`src/rtl/axe_ccl_rst_seq_pkg.sv`:
```
// Shared state encoding and default sizing for the staged reset sequencer.
package axe_ccl_rst_seq_pkg;

  localparam int NUM_DOMAINS_DEF = 4;
  localparam int DELAY_WIDTH_DEF = 8;

  typedef enum logic [2:0] {
    ST_CAPT,
    ST_RELEASE,
    ST_RUN,
    ST_ASSERT,
    ST_HOLD
  } state_e;

endpackage

```
`src/rtl/axe_ccl_rst_seq.sv`:
```
// Staged reset sequencer: releases domains 0..N-1, re-asserts N-1..0 on a software request.
// Optional macro AXE_RST_SEQ_DOM_ACK_EN adds per-domain release handshakes (i_dom_ack).
module axe_ccl_rst_seq
  import axe_ccl_rst_seq_pkg::*;
#(
  parameter int NumDomains = NUM_DOMAINS_DEF,
  parameter int DelayWidth = DELAY_WIDTH_DEF
) (
  input  logic                  i_clk,
  input  logic                  i_rst_n,
  input  logic                  i_test_mode,
  input  logic                  i_test_rst_n,
  input  logic [DelayWidth-1:0] i_delay,
  input  logic                  i_sw_rst_req,
`ifdef AXE_RST_SEQ_DOM_ACK_EN
  input  logic [NumDomains-1:0] i_dom_ack,
`endif
  output logic                  o_sw_rst_ack,
  output logic [NumDomains-1:0] o_rst_n,
  output logic                  o_busy
);

  // One spare code so the handshake build can park idx at NumDomains while waiting.
  localparam int                IdxW    = $clog2(NumDomains + 1);
  localparam logic [IdxW-1:0]   LastIdx = IdxW'(NumDomains - 1);

  state_e                  state_q, state_d;
  logic [DelayWidth-1:0]   cnt_q, cnt_d;
  logic [DelayWidth-1:0]   dly_q, dly_d;
  logic [IdxW-1:0]         idx_q, idx_d;
  logic [NumDomains-1:0]   rst_q, rst_d;
  logic                    busy_q, busy_d;
  logic                    ack_q, ack_d;
  logic                    step_en;

`ifdef AXE_RST_SEQ_DOM_ACK_EN
  always_comb begin
    step_en = 1'b1;
    for (int k = 0; k < NumDomains; k++) begin
      if (idx_q == IdxW'(k + 1) && !i_dom_ack[k]) step_en = 1'b0;
    end
  end
`else
  assign step_en = 1'b1;
`endif

  always_comb begin
    // NOTE: every signal gets a default first so no path through the case infers a latch.
    state_d = state_q;
    cnt_d   = cnt_q;
    dly_d   = dly_q;
    idx_d   = idx_q;
    rst_d   = rst_q;
    ack_d   = 1'b0;

    case (state_q)
      ST_CAPT: begin
        dly_d   = i_delay;
        cnt_d   = i_delay;
        idx_d   = '0;
        state_d = ST_RELEASE;
      end

      ST_RELEASE: begin
        if (idx_q == IdxW'(NumDomains)) begin
          if (step_en) state_d = ST_RUN;
        end else if (step_en) begin
          if (cnt_q == '0) begin
            for (int k = 0; k < NumDomains; k++) begin
              if (idx_q == IdxW'(k)) rst_d[k] = 1'b1;
            end
            cnt_d = dly_q;
            idx_d = idx_q + 1'b1;
`ifndef AXE_RST_SEQ_DOM_ACK_EN
            if (idx_q == LastIdx) state_d = ST_RUN;
`endif
          end else begin
            cnt_d = cnt_q - 1'b1;
          end
        end
      end

      ST_RUN: begin
        if (i_sw_rst_req) begin
          idx_d   = LastIdx;
          cnt_d   = dly_q;
          state_d = ST_ASSERT;
        end
      end

      ST_ASSERT: begin
        if (cnt_q == '0) begin
          for (int k = 0; k < NumDomains; k++) begin
            if (idx_q == IdxW'(k)) rst_d[k] = 1'b0;
          end
          cnt_d = dly_q;
          if (idx_q == '0) state_d = ST_HOLD;
          else             idx_d   = idx_q - 1'b1;
        end else begin
          cnt_d = cnt_q - 1'b1;
        end
      end

      ST_HOLD: begin
        if (cnt_q == '0) begin
          ack_d   = 1'b1;
          state_d = ST_CAPT;
        end else begin
          cnt_d = cnt_q - 1'b1;
        end
      end

      default: state_d = ST_CAPT;
    endcase

    busy_d = (state_d != ST_RUN);
  end

  // NOTE: reset is sampled on the clock edge; state updates use non-blocking assignments.
  always_ff @(posedge i_clk) begin
    if (!i_rst_n) begin
      state_q <= ST_CAPT;
      cnt_q   <= '0;
      dly_q   <= '0;
      idx_q   <= '0;
      rst_q   <= '0;
      busy_q  <= 1'b1;
      ack_q   <= 1'b0;
    end else begin
      state_q <= state_d;
      cnt_q   <= cnt_d;
      dly_q   <= dly_d;
      idx_q   <= idx_d;
      rst_q   <= rst_d;
      busy_q  <= busy_d;
      ack_q   <= ack_d;
    end
  end

  // Test bypass overrides the outputs only; the sequencer keeps running underneath.
  assign o_rst_n      = i_test_mode ? {NumDomains{i_test_rst_n}} : rst_q;
  assign o_busy       = busy_q;
  assign o_sw_rst_ack = ack_q;

endmodule

```
`config.mk`:
```
export PLATFORM = sky130hd
export DESIGN_NAME = axe_ccl_rst_seq
export DESIGN_NICKNAME = d
export VERILOG_FILES = /design/src/rtl/axe_ccl_rst_seq_pkg.sv /design/src/rtl/axe_ccl_rst_seq.sv
export SDC_FILE = /design/constraint.sdc
export NUM_CORES = 1
export LEC_CHECK = 0
export BUFFER_PORTS_ARGS = -buffer_cell sky130_fd_sc_hd__buf_2
export CELL_PAD_IN_SITES_DETAIL_PLACEMENT = 2
export CELL_PAD_IN_SITES_GLOBAL_PLACEMENT = 2
export CORE_MARGIN = 3
export CORE_UTILIZATION = 34
export DETAILED_ROUTE_END_ITERATION = 12
export PLACE_DENSITY_LB_ADDON = 0.05
export SYNTH_ARGS = -nofsm -noshare
export SYNTH_HDL_FRONTEND = slang
export SYNTH_SLANG_ARGS = --single-unit
```
`constraint.sdc`:
```
create_clock -name i_clk -period 2.8 [get_ports i_clk]
set_input_delay 0.28 -clock i_clk [delete_from_list [all_inputs] [get_ports i_clk]]
set_output_delay 0.28 -clock i_clk [all_outputs]
set_load 0.005 [all_outputs]
```
======== Word level (Yosys, flattened, before mapping) ========
Index checks and enable logic that the tools add are counted.
storage, ports and cells
  register bits after elaboration ......... 28
  bits of input ports ..................... 13
  output and inout port bits .............. 6
  word-level logic and storage cells ...... 82
cells by class
  $add $sub $neg .......................... 3
  equal/unequal tests ..................... 23
  muxes and demuxes ....................... 33
  reduce and logical (&&, ||, !) cells .... 13
operators with widths
  operator                                                                number
  8-bit one-hot mux with 5 select lines                                   1
  3-bit two-way mux                                                       12
  8-bit two-way mux                                                       4
  6-bit AND reduction                                                     5
  2-bit != test (second input constant)                                   14
  4-bit two-way mux                                                       4
  3-bit one-hot mux with 5 select lines                                   1
  3-bit by 2-bit equality test with 1-bit output (second input constant)  4
  3-bit one-hot mux with 4 select lines                                   1
  1-bit two-way mux                                                       9
  8-bit zero test                                                         1
  4-bit one-hot mux with 2 select lines                                   1
  8-bit by 1-bit subtractor with 8-bit output (second input constant)     1
  3-bit by 1-bit equality test with 1-bit output (second input constant)  2
  3-bit equality test (second input constant)                             2
  3-bit zero test                                                         2
  5-bit nonzero test                                                      1
  4-bit AND reduction                                                     1
  4-bit nonzero test                                                      1
  3-bit by 1-bit adder with 3-bit output (second input constant)          1
  3-bit by 2-bit != test with 1-bit output (second input constant)        1
  3-bit by 1-bit subtractor with 3-bit output (second input constant)     1
  2-bit AND reduction                                                     1
  2-bit nonzero test                                                      1

======== Logic depth before layout (Yosys ltp) ========
  depth after elaboration ................. 6
  mapped depth ............................ 8
  mapped depth without buffers ............ 7

======== Worst setup path after synthesis ========
Ideal clock, no wire load.
  path type ............................... reg2reg
  from .................................... reg cnt_q[0]
  to ...................................... reg cnt_q[4]
  setup time .............................. 0.135 ns
  arrival time ............................ 1.881 ns
  data required time ...................... 2.665 ns
  path slack .............................. 0.784 ns
  cell stages (with the launch flop) ...... 8
  buffers on the path ..................... 1
  period minus slack after synthesis ...... 2.016 ns
  path through ............................ dfxtp_1 -> inv_1 -> ha_1 -> or3b_2 -> or2_1 -> buf_4 -> a2111oi_0 -> o32ai_1
between the ends
  longest elaborated chain between the ends .. 4
  elaborated cells between the ends (all ways) .. 8
  those cells by class .................... 1 x add/sub; 1 x eq/ne; 4 x mux; 2 x reduce/logical
ends and longest elaborated chain
  what                                                                            RTL line                                      RTL
  start, declared                                                                 axe_ccl_rst_seq.sv:28                         logic [DelayWidth-1:0] cnt_q, cnt_d;
  start signal, assigned                                                          axe_ccl_rst_seq.sv:131                        cnt_q <= cnt_d;
  8-bit by 1-bit subtractor with 8-bit output or 8-bit zero test (tied branches)  -
  8-bit two-way mux                                                               axe_ccl_rst_seq.sv:68, axe_ccl_rst_seq.sv:92
  8-bit two-way mux                                                               axe_ccl_rst_seq.sv:65                         if (idx_q == IdxW'(NumDomains)) begin
  8-bit one-hot mux with 5 select lines                                           axe_ccl_rst_seq.sv:56                         case (state_q)
Several ways; a longest one is shown, not always the timed one. The select of a mux whose other input is x is not followed.
A chain may end at the register's enable or synchronous reset.

======== Final worst setup path ========
  from .................................... reg state_q[1]
  to ...................................... reg cnt_q[4]
between the ends
  longest elaborated chain between the ends .. 3
  elaborated cells between the ends (all ways) .. 11
  those cells by class .................... 7 x eq/ne; 1 x mux; 3 x reduce/logical
ends and longest elaborated chain
  what                                                           RTL line                RTL
  start, declared                                                axe_ccl_rst_seq.sv:27   state_e state_q, state_d;
  start signal, assigned                                         axe_ccl_rst_seq.sv:130  state_q <= state_d;
  3-bit equality test (tied with other cells)                    axe_ccl_rst_seq.sv:56
  5-bit nonzero test (no line) or 2-bit != test (tied branches)  -
  4-bit AND reduction (no line)                                  -
Several ways; a longest one is shown, not always the timed one.

==> summary.md <==
| Metric | Value |
|---|---|
| CP Class | `flip-flop to flip-flop` |
| Grt total ovfl | `0` |
| Longest Clk Path Bufs | `2` |
| Reg-to-reg critical path startpoint | `state_q[1]` |
| Internal power | `0.697 mW` |
| Final GP Congestion | `0.857` |
| Async SR Flop Fraction | `0%` |
| Post-Syn Area | `1720 um^2` |
| Top post-synthesis cells by count | `31 x nand2_1, 28 x dfxtp_1, 19 x a21oi_1` |
| Die height | `77.1 um` |
| R2r setup slk | `0.42 ns` |
| # DRC | `0` |
| 1st-iter DRT viols | `around 110` |
| Top FF cell, synth | `dfxtp_1` |
| Post-synth top area cell | `dfxtp_1` |
| Sequential area share after synthesis | `32.7%` |
| Area growth syn-to-layout | `11.2%` |
| Critical-path top delay cell | `a21oi_2` |
| Setup crit start kind | `flip-flop` |
| Routed Antenna Nets | `0` |
| Final period utilization | `84.9%` |
| Pwr Density | `518 nW/um^2` |
| Setup crit end kind | `flip-flop` |
| Worst skew pair latency | `between 0.2 and 0.3 ns` |
| Yosys top cell area share | `about a third` |
| Worst Path Max Fanout | `18` |
| Fin crit period | `2.38 ns` |
| Post-CTS Hold Fix Bufs | `0` |
| First-pass GRT wire length | `9410 um` |
| Crit-path most repeated cell | `o211ai_1` |
| Distinct cells, synth | `54` |
| Critical Path, Cell by Cell | `o21ai_0 > o211ai_1 > a21oi_2 > o211ai_1 > o32ai_1` |
| Chip width | `77.1 um` |
| Status | `complete, no violations` |
| Critical path depth | `5` |
| Power share of the clock group | `33.2%` |
| Final net count | `248` |
| Setup-failing EPs final | `0` |
| R2R cell count | `5` |
| Max Slew Vio Count | `0` |
| # diodes | `0` |
| Via/cell ratio | `5.66` |
| Required time of the critical path | `2.98 ns` |
| Max_cap viols | `0` |
| Largest net degree at the start of global routing | `19` |
| Upper clock frequency limit | `0.421 GHz` |
| Initial antenna violation count | `0` |
| Largest stage delay, worst path | `0.51 ns` |
| Final setup TNS | `0 ns` |
| Row cnt | `25` |
| DR vias | `about 1700` |
| Hold WC Path Type | `input pin to flip-flop` |
| Gr usage total | `19.8%` |
| Syn nets | `238` |
| H-tree depth | `1` |
| Fin. Hold Viols | `0` |
| Bufs and invs on worst path | `0` |
| Avg Synthesized Cell Area | `just under 8 um^2` |
| Synth warnings | `0` |
| Tot Pwr | `0.989 mW` |
| Fin util | `around two fifths` |
| Starting Density | `35.9%` |
| Final HPWL DP | `4170 um` |
| Reg-to-reg critical path endpoint | `cnt_q[4]` |
| Net Sw Power | `0.293 mW` |
| Slew headroom | `32.3%` |
| DR WL/cell | `approximately 19 um` |
| Logic gate share of total power | `between 20% and 30%` |
| P_leak | `0.701 nW` |
| Sequential group share of total power | `between 40% and 50%` |
| Core Area | `~4800 um^2` |
| Post-synth EDFFs | `0` |
| CP arrival | `2.55 ns` |
| Gate count of the mapped netlist | `217` |
| TritonCTS clock tree | `yes` |
| Crit-path leading delay family | `compound AO/OA/AOI/OAI gates` |
| Synth top area cells | `dfxtp_1 33%, nand2_1 6.8%, ha_1 5.8%, a21oi_1 5.5%, o21ai_0 3.8%` |
| Root Buffer | `clkbuf_8` |
| PortBufs | `18` |
| Sw Share | `29.6%` |
| RSZ-0062 raised after global routing | `no` |
| Setup crit start | `state_q[1]` |
| TritonCTS Sinks | `28` |
| Clk slew on worst S/H paths | `around 0.10 ns` |
| Slew @ Worst Pin | `~1 ns` |
| Die ar. | `around 5900 um^2` |
| FF+latch count, synth | `28` |
| I/O pin count | `19` |
| Num CTS Buffers | `3` |
| Worst Clk Skew | `approximately 0.0027 ns` |
| Vias in the first global route | `roughly 1700` |
| Pre-antenna DRT Iters | `4` |
| Highest ir drop seen on vdd | `172 uV` |
| Top-count cell post-synth | `nand2_1` |
| Critical Path End | `cnt_q[4]` |
| WL final | `between 5000 and 6000 um` |
| Layout cell share with drive strength beyond 1 | `14.2%` |
-- sequential cells by signal, summed over array words and instances (netlist names) --
register / count
o_sw_rst_ack: 1
o_busy: 1
rst_q: 4
state_q: 3
idx_q: 3
dly_q: 8
cnt_q: 8
-- cell type report --
cell class | instances | area (um^2)
Timing Repair Buffer | 19 | 97.6
Clock buffer | 3 | 41.3
Clock inverter | 1 | 30.0
Tap cell | 67 | 83.8
Sequential cell | 28 | 561
Fill cell | 564 | 2880
Multi-Input combinational cell | 161 | 1040
Inverter | 14 | 52.6
-- per-stage QoR --
| stage | hold slack (ns) | setup slack, ns | instance area, um^2 | cells |
|---|---|---|---|---|
| 5_1_grt | 0.253 | 0.197 | 1910 | 293 |
| 3_5_place_dp | 0.455 | 0.256 | 1830 | 289 |
| 6_report | 0.247 | 0.422 | 1910 | 293 |
| 4_1_cts | 0.241 | 0.161 | 1910 | 293 |
| 2_1_floorplan | 0.416 | 0.784 | 1720 | 217 |
| 3_3_place_gp | 0.441 | 0.554 | 1830 | 289 |
-- cell usage in the layout, fill, tap and decap left out, types with 5 or more instances in the layout --
cell type | synthesis | final
dfxtp_1 | 28 | 28
ha_1 | 8 | 8
o21ai_0 | 13 | 13
buf_2 | 0 | 18
nor3_1 | 5 | 5
nand2b_1 | 5 | 5
nand2_1 | 31 | 31
inv_1 | 13 | 13
a21oi_1 | 19 | 18
nor2_1 | 11 | 11
-- power by group through the flow --
stage | Sequential [mW] | Clock [mW] | Combinational, mW
after floorplan | 0.446 | 0 | 0.160
after global placement | 0.454 | 0 | 0.198
after detailed placement | 0.456 | 0 | 0.209
after CTS | 0.447 | 0.339 | 0.212
after global routing | 0.452 | 0.353 | 0.239
final | 0.448 | 0.329 | 0.213
-- worst min-delay path: cells and delay by family --
| kind | cells | cell delay (ns) |
|---|---|---|
| AO/OA/AOI/OAI | 1 | 0.05 |
| AND/OR/NAND/NOR | 1 | 0.05 |
| buffers and inverters | 1 | 0.11 |
-- how the worst min path moves through the flow --
stage | endpoint | cells past startpoint | slack [ns] | startpoint
after floorplan | dly_q[1] | 2 | 0.42 | i_delay[1]
after global placement | dly_q[5] | 2 | 0.44 | dly_q[5]
after detailed placement | dly_q[6] | 2 | 0.45 | dly_q[6]
after CTS | dly_q[6] | 3 | 0.24 | i_delay[6]
after global routing | dly_q[0] | 3 | 0.25 | i_delay[0]
final | dly_q[6] | 3 | 0.25 | i_delay[6]
-- layer usage --
layer	global-route usage, %	wire (um)	vias up
met1	27.5	2780	815
met3	3.64	241	5
met4	3.74	41	0
li1	-	-	801
met2	32.1	2550	37
met5	0	0	-
-- timing repair --
| item | in CTS | in global routing |
|---|---|---|
| gates resized for setup | 0 | 1 |
| setup buffers | 0 | 0 |
| endpoints found under the setup margin | 0 | 3 |
-- cell families after synthesis --
| group | after synthesis | share of synthesized area (%) |
|---|---|---|
| simple gates | 78 | 24.0 |
| compound gates | 69 | 27.6 |
| buf+inv | 28 | 6.78 |
| flops | 28 | 32.7 |
| fa+ha+maj | 8 | 5.83 |
| xor+xnor | 5 | 2.55 |
| mux | 1 | 0.583 |
(Power assumes the default switching activity.)
